`config.mk`:
```
export PLATFORM = sky130hd
export DESIGN_NAME = branch_seq_ctrl
export DESIGN_NICKNAME = d
export VERILOG_FILES = /design/src/rtl/branch_seq_ctrl_pkg.sv /design/src/rtl/branch_seq_ctrl_cond.sv /design/src/rtl/branch_seq_ctrl.sv
export SDC_FILE = /design/constraint.sdc
export NUM_CORES = 1
export LEC_CHECK = 0
export CAP_MARGIN = 20
export CORE_MARGIN = 2
export CORE_UTILIZATION = 54
export CTS_BUF_LIST = sky130_fd_sc_hd__clkbuf_8 sky130_fd_sc_hd__clkbuf_16
export DETAILED_ROUTE_END_ITERATION = 10
export MAX_ROUTING_LAYER = met4
export PLACE_DENSITY = 0.94
export SYNTH_ARGS = -nofsm -noshare
export SYNTH_HDL_FRONTEND = slang
export SYNTH_SLANG_ARGS = --single-unit
```
`constraint.sdc`:
```
create_clock -name clk -period 7.4 [get_ports clk]
set_input_delay 1.48 -clock clk [delete_from_list [all_inputs] [get_ports clk]]
set_output_delay 1.48 -clock clk [all_outputs]
set_load 0.01 [all_outputs]
```
`src/rtl/branch_seq_ctrl_pkg.sv`:
```
// branch_seq_ctrl_pkg: opcode/funct/REGIMM codes, FSM states and transfer kinds
package branch_seq_ctrl_pkg;
  localparam logic [5:0] OP_SPECIAL = 6'h00;
  localparam logic [5:0] OP_REGIMM = 6'h01;
  localparam logic [5:0] OP_J = 6'h02;
  localparam logic [5:0] OP_JAL = 6'h03;
  localparam logic [5:0] OP_BEQ = 6'h04;
  localparam logic [5:0] OP_BNE = 6'h05;
  localparam logic [5:0] OP_BLEZ = 6'h06;
  localparam logic [5:0] OP_BGTZ = 6'h07;
  localparam logic [5:0] FN_JR = 6'h08;
  localparam logic [5:0] FN_JALR = 6'h09;
  localparam logic [4:0] RT_BLTZ = 5'h00;
  localparam logic [4:0] RT_BGEZ = 5'h01;
  localparam logic [4:0] RT_BLTZAL = 5'h10;
  localparam logic [4:0] RT_BGEZAL = 5'h11;
  typedef enum logic [1:0] {IDLE = 2'd0, EVAL = 2'd1, COMMIT = 2'd2} state_t;
  typedef enum logic [1:0] {K_BRANCH = 2'd0, K_JUMP = 2'd1, K_JREG = 2'd2, K_ILLEGAL = 2'd3} kind_t;
endpackage

```
`src/rtl/branch_seq_ctrl_cond.sv`:
```
// branch_cond_eval: conditional-branch decode and condition evaluation
module branch_cond_eval
  import branch_seq_ctrl_pkg::*;
(
  input  logic [5:0]  op,
  input  logic [4:0]  rt_field,
  input  logic [31:0] rs,
  input  logic [31:0] rt,
  output logic        taken,
  output logic        is_cond
);
  logic rs_neg, rs_zero, regimm_ok;
  always_comb begin
    rs_neg = rs[31];
    rs_zero = rs == 32'd0;
    regimm_ok = op == OP_REGIMM && (rt_field inside {RT_BLTZ, RT_BGEZ, RT_BLTZAL, RT_BGEZAL});
    is_cond = regimm_ok || (op inside {OP_BEQ, OP_BNE, OP_BLEZ, OP_BGTZ});
    taken = op == OP_BEQ ? rs == rt :
            op == OP_BNE ? rs != rt :
            op == OP_BLEZ ? rs_neg || rs_zero :
            op == OP_BGTZ ? !rs_neg && !rs_zero :
            regimm_ok && (rt_field[0] ? !rs_neg : rs_neg);
  end
endmodule

```
`src/rtl/branch_seq_ctrl.sv`:
```
// branch_seq_ctrl: three-state sequencer for branches, jumps and register jumps
module branch_seq_ctrl
  import branch_seq_ctrl_pkg::*;
#(
  parameter int CNT_W = 16
) (
  input  logic             clk,
  input  logic             rst,
  input  logic             start,
  input  logic [5:0]       op,
  input  logic [4:0]       rt_field,
  input  logic [4:0]       rd_field,
  input  logic [5:0]       funct,
  input  logic [15:0]      imm16,
  input  logic [25:0]      jtarget,
  input  logic [31:0]      pc_plus4,
  input  logic [31:0]      rs_val,
  input  logic [31:0]      rt_val,
  output logic             busy,
  output logic             done,
  output logic             pc_write,
  output logic [31:0]      pc_next,
  output logic             link_write,
  output logic [4:0]       link_reg,
  output logic [31:0]      link_val,
  output logic             illegal,
  output logic             addr_err,
  output logic [CNT_W-1:0] branch_cnt,
  output logic [CNT_W-1:0] taken_cnt
);
  state_t state, state_nx;
  kind_t kind_q, kind_d;
  logic [5:0] op_q, funct_q;
  logic [4:0] rtf_q, rdf_q, link_reg_q;
  logic [15:0] imm_q;
  logic [25:0] jt_q;
  logic [31:0] pc4_q, rs_q, rt_q, target_q, target_d;
  logic taken_q, link_q, taken_d, is_cond, is_jalr, link_d, commit, mis;
  branch_cond_eval u_cond (
    .op(op_q), .rt_field(rtf_q), .rs(rs_q), .rt(rt_q), .taken(taken_d), .is_cond(is_cond)
  );
  always_comb begin
    state_nx = state == IDLE ? (start ? EVAL : IDLE) : state == EVAL ? COMMIT : IDLE;
    is_jalr = op_q == OP_SPECIAL && funct_q == FN_JALR;
    kind_d = is_cond ? K_BRANCH :
             (op_q == OP_J || op_q == OP_JAL) ? K_JUMP :
             (op_q == OP_SPECIAL && (funct_q == FN_JR || is_jalr)) ? K_JREG : K_ILLEGAL;
    target_d = kind_d == K_JREG ? rs_q :
               kind_d == K_JUMP ? {pc4_q[31:28], jt_q, 2'b00} :
               pc4_q + {{14{imm_q[15]}}, imm_q, 2'b00};
    link_d = op_q == OP_JAL || is_jalr || (is_cond && op_q == OP_REGIMM && rtf_q[4]);
    commit = state == COMMIT;
    mis = kind_q == K_JREG && target_q[1:0] != 2'b00;
    busy = state != IDLE;
    done = commit;
    pc_write = commit && (kind_q == K_JUMP || (kind_q == K_JREG && !mis) || (kind_q == K_BRANCH && taken_q));
    link_write = commit && link_q && !mis;
    illegal = commit && kind_q == K_ILLEGAL;
    addr_err = commit && mis;
    pc_next = target_q;
    link_reg = link_reg_q;
    link_val = pc4_q;
  end
  always_ff @(posedge clk) begin
    if (rst) begin
      state <= IDLE;
      {op_q, rtf_q, rdf_q, funct_q, imm_q, jt_q, pc4_q, rs_q, rt_q} <= '0;
      {taken_q, link_q, link_reg_q, target_q} <= '0;
      kind_q <= K_BRANCH;
      branch_cnt <= '0;
      taken_cnt <= '0;
    end else begin
      state <= state_nx;
      if (state == IDLE && start)
        {op_q, rtf_q, rdf_q, funct_q, imm_q, jt_q, pc4_q, rs_q, rt_q} <=
          {op, rt_field, rd_field, funct, imm16, jtarget, pc_plus4, rs_val, rt_val};
      if (state == EVAL) begin
        taken_q <= taken_d;
        kind_q <= kind_d;
        target_q <= target_d;
        link_q <= link_d;
        link_reg_q <= is_jalr ? rdf_q : 5'd31;
      end
      if (commit && kind_q == K_BRANCH) begin
        if (~&branch_cnt) branch_cnt <= branch_cnt + CNT_W'(1);
        if (taken_q && ~&taken_cnt) taken_cnt <= taken_cnt + CNT_W'(1);
      end
    end
  end
endmodule

```
==> Implementation_results.wiki, run 1 <==
{| class="wikitable"
! Metric !! Value
|-
| Final #Nets || 1837
|-
| Number of placement rows || 52
|-
| Setup crit start kind || flop
|-
| Count of nets left with antenna violations after detail routing || 0
|-
| Via-per-instance ratio || a little under 6
|-
| Netlist cell types || 62
|-
| Kind of end point of the critical path || primary output
|-
| Maximum resistive drop on vdd || 0.157 mV
|-
| Start point of the critical path || state[0]
|-
| Pleak || 5.51 nW
|-
| Max Fclk || around 280 MHz
|-
| Grt met2 use || between 50% and 60%
|-
| Number of global-route vias before repair || 10700
|-
| Power density over the cells || 218 nW/um2
|-
| Arrival time reported for the critical path endpoint || between 2 and 2.5 ns
|-
| Placed cell count || 1884
|-
| Number of clock sinks || 235
|-
| Slew Limit Fails || 0
|-
| Die outline width || 147 um
|-
| Reg-to-reg slack, setup || 4.13 ns
|-
| Clock root buffer || clkbuf_16
|-
| Ports placed on the boundary || 270
|-
| Number of buffers inserted by port buffering || 269
|-
| Path type of the worst min-delay path || flop to flop
|-
| Number of standard cells after synthesis || 1430
|-
| R2r endpoint || pc_next[30]
|-
| Maximum fanout count along the critical path || 4
|-
| Cell depth of the worst flop-to-flop path || 10
|-
| Area of the mapped netlist || 11000 um2
|-
| Clock transition at path regs || 0.06 ns
|-
| Final count of negative-setup-slack endpoints || 0
|-
| Initial core utilization || 54.6%
|-
| Slew at the pin with the worst max-slew slack || 1.07 ns
|-
| Post-detail-place hpwl || 24300 um
|-
| Floorplan die height || 147 um
|-
| DRC || 0
|-
| Most used flip-flop cell after synthesis || dfxtp_1
|-
| DR iter-0 viols || 939
|-
| Weighted congestion at the end of routability-driven global placement || 0.919
|-
| Mean area per synthesized cell || 7.68 um2
|-
| Launch point of the worst reg-to-reg path || imm_q[15]
|-
| Fin Setup TNS || 0 ns
|-
| GRT Residual Overflow || 0
|-
| Clock tree from TritonCTS || done
|-
| RSZ-0062 raised after global routing || false
|-
| Final worst path period need || 3.52 ns
|-
| Commonest cells after routing, fill and taps aside || 396 x nand2_1, 268 x clkdlybuf4s50_1, 235 x dfxtp_1
|-
| Proportion of synthesized chip area in sequential cells || 42.8%
|-
| Area of all placed cells without fillers || 14600 um2
|-
| Total of warnings raised by yosys || 0
|-
| Most Used Layer, Global Route || met2
|-
| Buffer depth of the longest clock path || 3
|-
| Worst slew margin || 28.6%
|-
| Fraction of the core area covered by cells at the end of the flow || between 70 and 80%
|-
| Die footprint || approximately 22000 um2
|-
| Vias post-DR || 11300
|-
| Flip-flop and latch count after synthesis || 235
|-
| Number of synthesized flops with an enable pin || 0
|-
| Wire length of the first global-routing pass || 55000 um
|-
| Proportion of layout cells with a drive suffix above 1 || under 10%
|-
| Routed WL || 34900 um
|-
| Number of buffers created by CTS || 25
|-
| Crit path required time || roughly 5.9 ns
|-
| Fraction of met3 tracks used by global routing || 3.94%
|-
| Postcts setup bufs || 0
|-
| Commonest non-fill, non-tap cell in the layout || nand2_1
|-
| H-tree levels || 1
|-
| Post_cts resized || 0
|-
| Detailed-router iteration count before antenna repair || 7
|-
| Initial antenna violation count || 0
|-
| Wire length per cell || 18.1 um
|-
| Antenna Cells || 0
|-
| Run status || finished, final reports clean
|-
| Synthesized net count || 1625
|-
| Layout filler cell count || 1500
|-
| Source-to-sink clock delay at the later pin of the worst-skew pair || ~0.54 ns
|-
| Classification of the worst setup path || flop to primary output
|-
| Reported max-cap violation count || 0
|-
| Clk_skew || between 0.01 and 0.015 ns
|-
| Hold path depth || 2
|-
| Final hold viol count || 0
|-
| Area of the placeable core || 20100 um2
|-
| Final critical-path share of the clock period || 47.6%
|-
| Placed cell areas || 13700 um2
|-
| Non-filler cells, final || approximately 1900
|-
| Global routing usage on met1 || about 40%
|-
| Area Growth Syn to Fin || 32.9%
|-
| Pin count of the biggest net entering global routing || 118
|-
| Global-route usage over all layers || 32.2%
|-
| Asr flop ratio synth || 0%
|-
| Critical Path End || pc_write
|-
| Number of buffers inserted for hold repair after clock tree synthesis || 0
|-
| PnR Total Power || 3.18 mW
|}
-- area by class of cell --
cell class	instances	area, um2	share of cell area (%)
Timing Repair Buffer	277	2770	19.0
Clock inverter	11	145	0.994
Clock buffer	30	694	4.76
Sequential cell	235	4700	32.2
Inverter	11	41.3	0.283
Tap cell	270	338	2.31
Multi-Input combinational cell	1092	5900	40.4
-- layer usage --
metal	share of wire, %	wire (um)
met5	0	0
met1	40	14000
met3	7.8	2730
met4	4.1	1450
met2	48	16700
-- cells in the mapped netlist, drive strengths merged, types with 4 or more instances --
| cell type | number | area, um2 |
|---|---|---|
| xnor2 | 52 | 455 |
| buf | 7 | 31.3 |
| clkbuf | 85 | 319 |
| a21oi | 223 | 1120 |
| inv | 11 | 41.3 |
| o211ai | 24 | 180 |
| and3 | 12 | 80.1 |
| nand4 | 27 | 169 |
| nand2 | 397 | 1490 |
| nor3 | 23 | 115 |
| and4 | 5 | 46.3 |
| a21o | 20 | 151 |
| a31oi | 8 | 50.1 |
| or3 | 10 | 62.6 |
| xor2 | 23 | 201 |
| nor4 | 14 | 93.8 |
| nand2b | 5 | 33.8 |
| o21ai | 43 | 238 |
| a22o | 4 | 35.0 |
| dfxtp | 235 | 4700 |
| ha | 31 | 388 |
| nor2 | 79 | 297 |
| and2 | 6 | 37.5 |
| o22ai | 5 | 31.3 |
| nand3 | 24 | 120 |
| a211oi | 6 | 45.0 |
| o21bai | 4 | 30.0 |
| mux2i | 4 | 40.0 |
| o221ai | 4 | 35.0 |
-- cell families after synthesis --
group	synth area share, %
compound gates	19.9
xor+xnor	5.98
fa+ha+maj	3.71
buf+inv	3.56
flops	42.8
mux	0.467
simple gates	23.6
-- how the worst min path moves through the flow --
stage | from | end | slack, ns
2_1_floorplan | jt_q[19] | jt_q[19] | 0.44
3_3_place_gp | pc_next[30] | pc_next[30] | 0.44
3_5_place_dp | jt_q[18] | jt_q[18] | 0.45
4_1_cts | jt_q[18] | jt_q[18] | 0.45
5_1_grt | imm_q[4] | imm_q[4] | 0.47
6_report | jt_q[12] | jt_q[12] | 0.46
-- where the power goes --
group	switching, mW	internal, mW	leakage, nW
clock	0.521	0.769	0.427
combinational	0.266	0.232	3.16
sequential	0.0647	1.33	1.92
-- per-stage QoR --
stage | hold WS (ns) | setup slack [ns]
after floorplan | 0.436 | 4.78
after global placement | 0.436 | 3.59
after detailed placement | 0.447 | 3.43
after CTS | 0.455 | 3.89
after global routing | 0.474 | 3.80
final | 0.455 | 3.88
-- critical path: stages, from the launching register on --
cell and delay, ns:
dfxtp_1 0.33, nand2b_1 0.25, inv_1 0.17, o311a_1 0.21, clkdlybuf4s50_1 0.55
Note: power is estimated with default switching activity, not from simulation.
==> inputs of run 2 (changes only) <==
CORE_UTILIZATION = 50   (was 54)
PLACE_DENSITY = 0.89   (was 0.94)
clock period = 3.7 ns   (was 7.4 ns; I/O delays follow)
==> Implementation_results.wiki, run 2 (synthesis results as in run 1) <==
{| class="wikitable"
! Metric !! Value
|-
| Layout filler cell count || 1777 (+18%)
|-
| Classification of the worst setup path || flop to flop
|-
| Commonest non-fill, non-tap cell in the layout || nand2_1
|-
| Slowest stage cell on the critical path || dfxtp_1
|-
| Area of the placeable core || 21700 um2 (+7.9%)
|-
| Slew Limit Fails || 0 (unchanged)
|-
| Number of buffers inserted for hold repair after clock tree synthesis || 0 (unchanged)
|-
| Clock transition at path regs || 0.06 ns (about the same)
|-
| Final #Nets || 1844 (+0.38%)
|-
| Max Fclk || around 350 MHz
|-
| Power density over the cells || 422 nW/um2 (+93%)
|-
| Combined area of the multi-input logic cells || 5900 um2 (unchanged)
|-
| Floorplan die height || 152 um (+3.8%)
|-
| Least setup slack across all paths after layout || 0.831 ns (-3.05 ns)
|-
| Number of global-route vias before repair || 10400 (-2.6%)
|-
| Postcts setup bufs || 0 (unchanged)
|-
| Via-per-instance ratio || 5.69 (-2.9%)
|-
| Maximum fanout count along the critical path || 8 (+4)
|-
| Global-route usage over all layers || 29.6% (-2.6 points)
|-
| Detailed-router iteration count before antenna repair || 5 (-2)
|-
| Commonest cells after routing, fill and taps aside || 396 x nand2_1, 268 x clkdlybuf4s50_1, 235 x dfxtp_1
|-
| Wire length of the first global-routing pass || 55000 um (unchanged)
|-
| Critical Path Max Stage Delay || 0.49 ns (-0.06 ns)
|-
| Number of clock sinks || 235 (unchanged)
|-
| Setup crit start kind || flop
|-
| Final count of negative-setup-slack endpoints || 0 (unchanged)
|-
| Count of nets left with antenna violations after detail routing || 0 (unchanged)
|-
| Maximum resistive drop on vdd || 0.325 mV (+110%)
|-
| Clock tree from TritonCTS || done
|-
| Arrival time reported for the critical path endpoint || 3.32 ns (+1.28 ns)
|-
| Sequential cell area || 4700 um2 (unchanged)
|-
| Initial core utilization || 50.7% (-4.0 points)
|-
| DR iter-0 viols || 940 (+0.11%)
|-
| Die footprint || 23200 um2 (+7.8%)
|-
| DRC || 0 (unchanged)
|-
| H-tree levels || 1 (unchanged)
|-
| Run status || finished, final reports clean
|-
| Weighted congestion at the end of routability-driven global placement || 0.957 (+4.1%)
|-
| Slew at the pin with the worst max-slew slack || 0.901 ns (-0.166 ns)
|-
| Top delay family on crit path || compound AO/OA/AOI/OAI gates
|-
| Clock root buffer || clkbuf_16
|-
| Worst slack, placed || 0.901 ns (-2.53 ns)
|-
| Clk_skew || 0.0193 ns (+0.00770 ns)
|-
| Worst slew margin || 39.7% (+11 points)
|-
| Crit path required time || 4.15 ns (-1.77 ns)
|-
| Final critical-path share of the clock period || 77.5%
|-
| Antenna Cells || 0 (unchanged)
|-
| Kind of end point of the critical path || flop
|-
| GRT Residual Overflow || 0 (unchanged)
|-
| Pin count of the biggest net entering global routing || 96 (-19%)
|-
| Reported max-cap violation count || 0 (unchanged)
|-
| Vias post-DR || 11100 (-2.0%)
|-
| Critical Path, Cell by Cell || ha_1 -> a21o_1 -> a211o_1 -> nor3_1 -> nand3_1 -> and2_1 -> xnor2_1 -> o211ai_1 -> o211ai_1 -> a21oi_1
|-
| Buffer depth of the longest clock path || 3 (unchanged)
|-
| Post_cts resized || 0 (unchanged)
|-
| Ports placed on the boundary || 270 (unchanged)
|-
| Number of buffers inserted by port buffering || 269 (unchanged)
|-
| Number of buffers created by CTS || 25 (unchanged)
|-
| Post-detail-place hpwl || 25500 um (+4.8%)
|-
| Die outline width || 152 um (+3.8%)
|-
| Initial antenna violation count || 0 (unchanged)
|-
| Path type of the worst min-delay path || flop to flop
|-
| RSZ-0062 raised after global routing || false
|-
| Source-to-sink clock delay at the later pin of the worst-skew pair || 0.53 ns (about the same)
|-
| Pleak || 5.52 nW (+0.26%)
|-
| PnR Total Power || 6.17 mW (+94%)
|-
| Final hold viol count || 0 (unchanged)
|-
| Cell with the most instances on the worst path || o211ai_1
|-
| Proportion of layout cells with a drive suffix above 1 || 4.03% (+0.46 points)
|-
| Number of placement rows || 54 (+3.8%)
|-
| WP buf/inv || 0 (-2)
|-
| Routed WL || 35000 um (+0.49%)
|-
| Fin Setup TNS || 0 ns (unchanged)
|-
| Final worst path period need || 2.87 ns
|-
| Fraction of the core area covered by cells at the end of the flow || 67.4% (-5.2 points)
|-
| Area Growth Syn to Fin || 33.0% (about the same)
|-
| Wire length per cell || 18.0 um (-0.44%)
|}
-- run 2: changes by cell type in the layout (fill, tap and decap cells not counted), sizes merged --
cell    before  now
inv         17   18
clkinv       1    3
bufinv       3    0
buf          9   16
clkbuf      30   31
-- run 2: worst paths after layout --
check	start	endpoint	slack [ns]	cells after the start
min reg2reg	jt_q[8]	jt_q[8]	0.46	2
max	imm_q[15]	pc_next[23]	0.83	10
max reg2reg	imm_q[15]	pc_next[23]	0.83	10
min	jt_q[8]	jt_q[8]	0.46	2
-- run 2: layout make-up --
cell class,instances,area share [%]
clock buffers,31,4.85
clock inverters,11,0.420
inverters,11,0.283
multi-input cells,1092,40.4
flip-flops and latches,235,32.2
well taps,280,2.40
repair buffers,284,19.5
-- run 2: where the power goes --
| group | internal [mW] | switching, mW |
|---|---|---|
| Sequential | 2.67 | 0.131 |
| Clock | 1.35 | 1.02 |
| Combinational | 0.473 | 0.530 |
| Total | 4.49 | 1.68 |
-- run 2: routing by layer --
metal	GRT usage [%]	up-vias	part of all wire, %
met2	49.5	451	48
met5	-	-	0
met3	4.10	70	7.0
li1	-	5370	-
met1	37.0	5169	42
met4	9.97	0	3.3
-- run 2: through the flow --
stage,instance area [um2],instances,hold WS [ns]
2_1_floorplan,11000,1430,0.436
3_3_place_gp,13800,1902,0.441
3_5_place_dp,13800,1902,0.447
4_1_cts,14600,1944,0.455
5_1_grt,14600,1944,0.476
6_report,14600,1944,0.457
-- run 2: worst reg2reg max path, delay by kind of cell, from the launching register on --
family / cells / cell delay (ns)
XOR/XNOR: 1 / 0.14
AO/OA/AOI/OAI: 5 / 1.10
flip-flops: 1 / 0.49
adder cells (fa/ha/maj): 1 / 0.40
AND/OR/NAND/NOR: 3 / 0.69
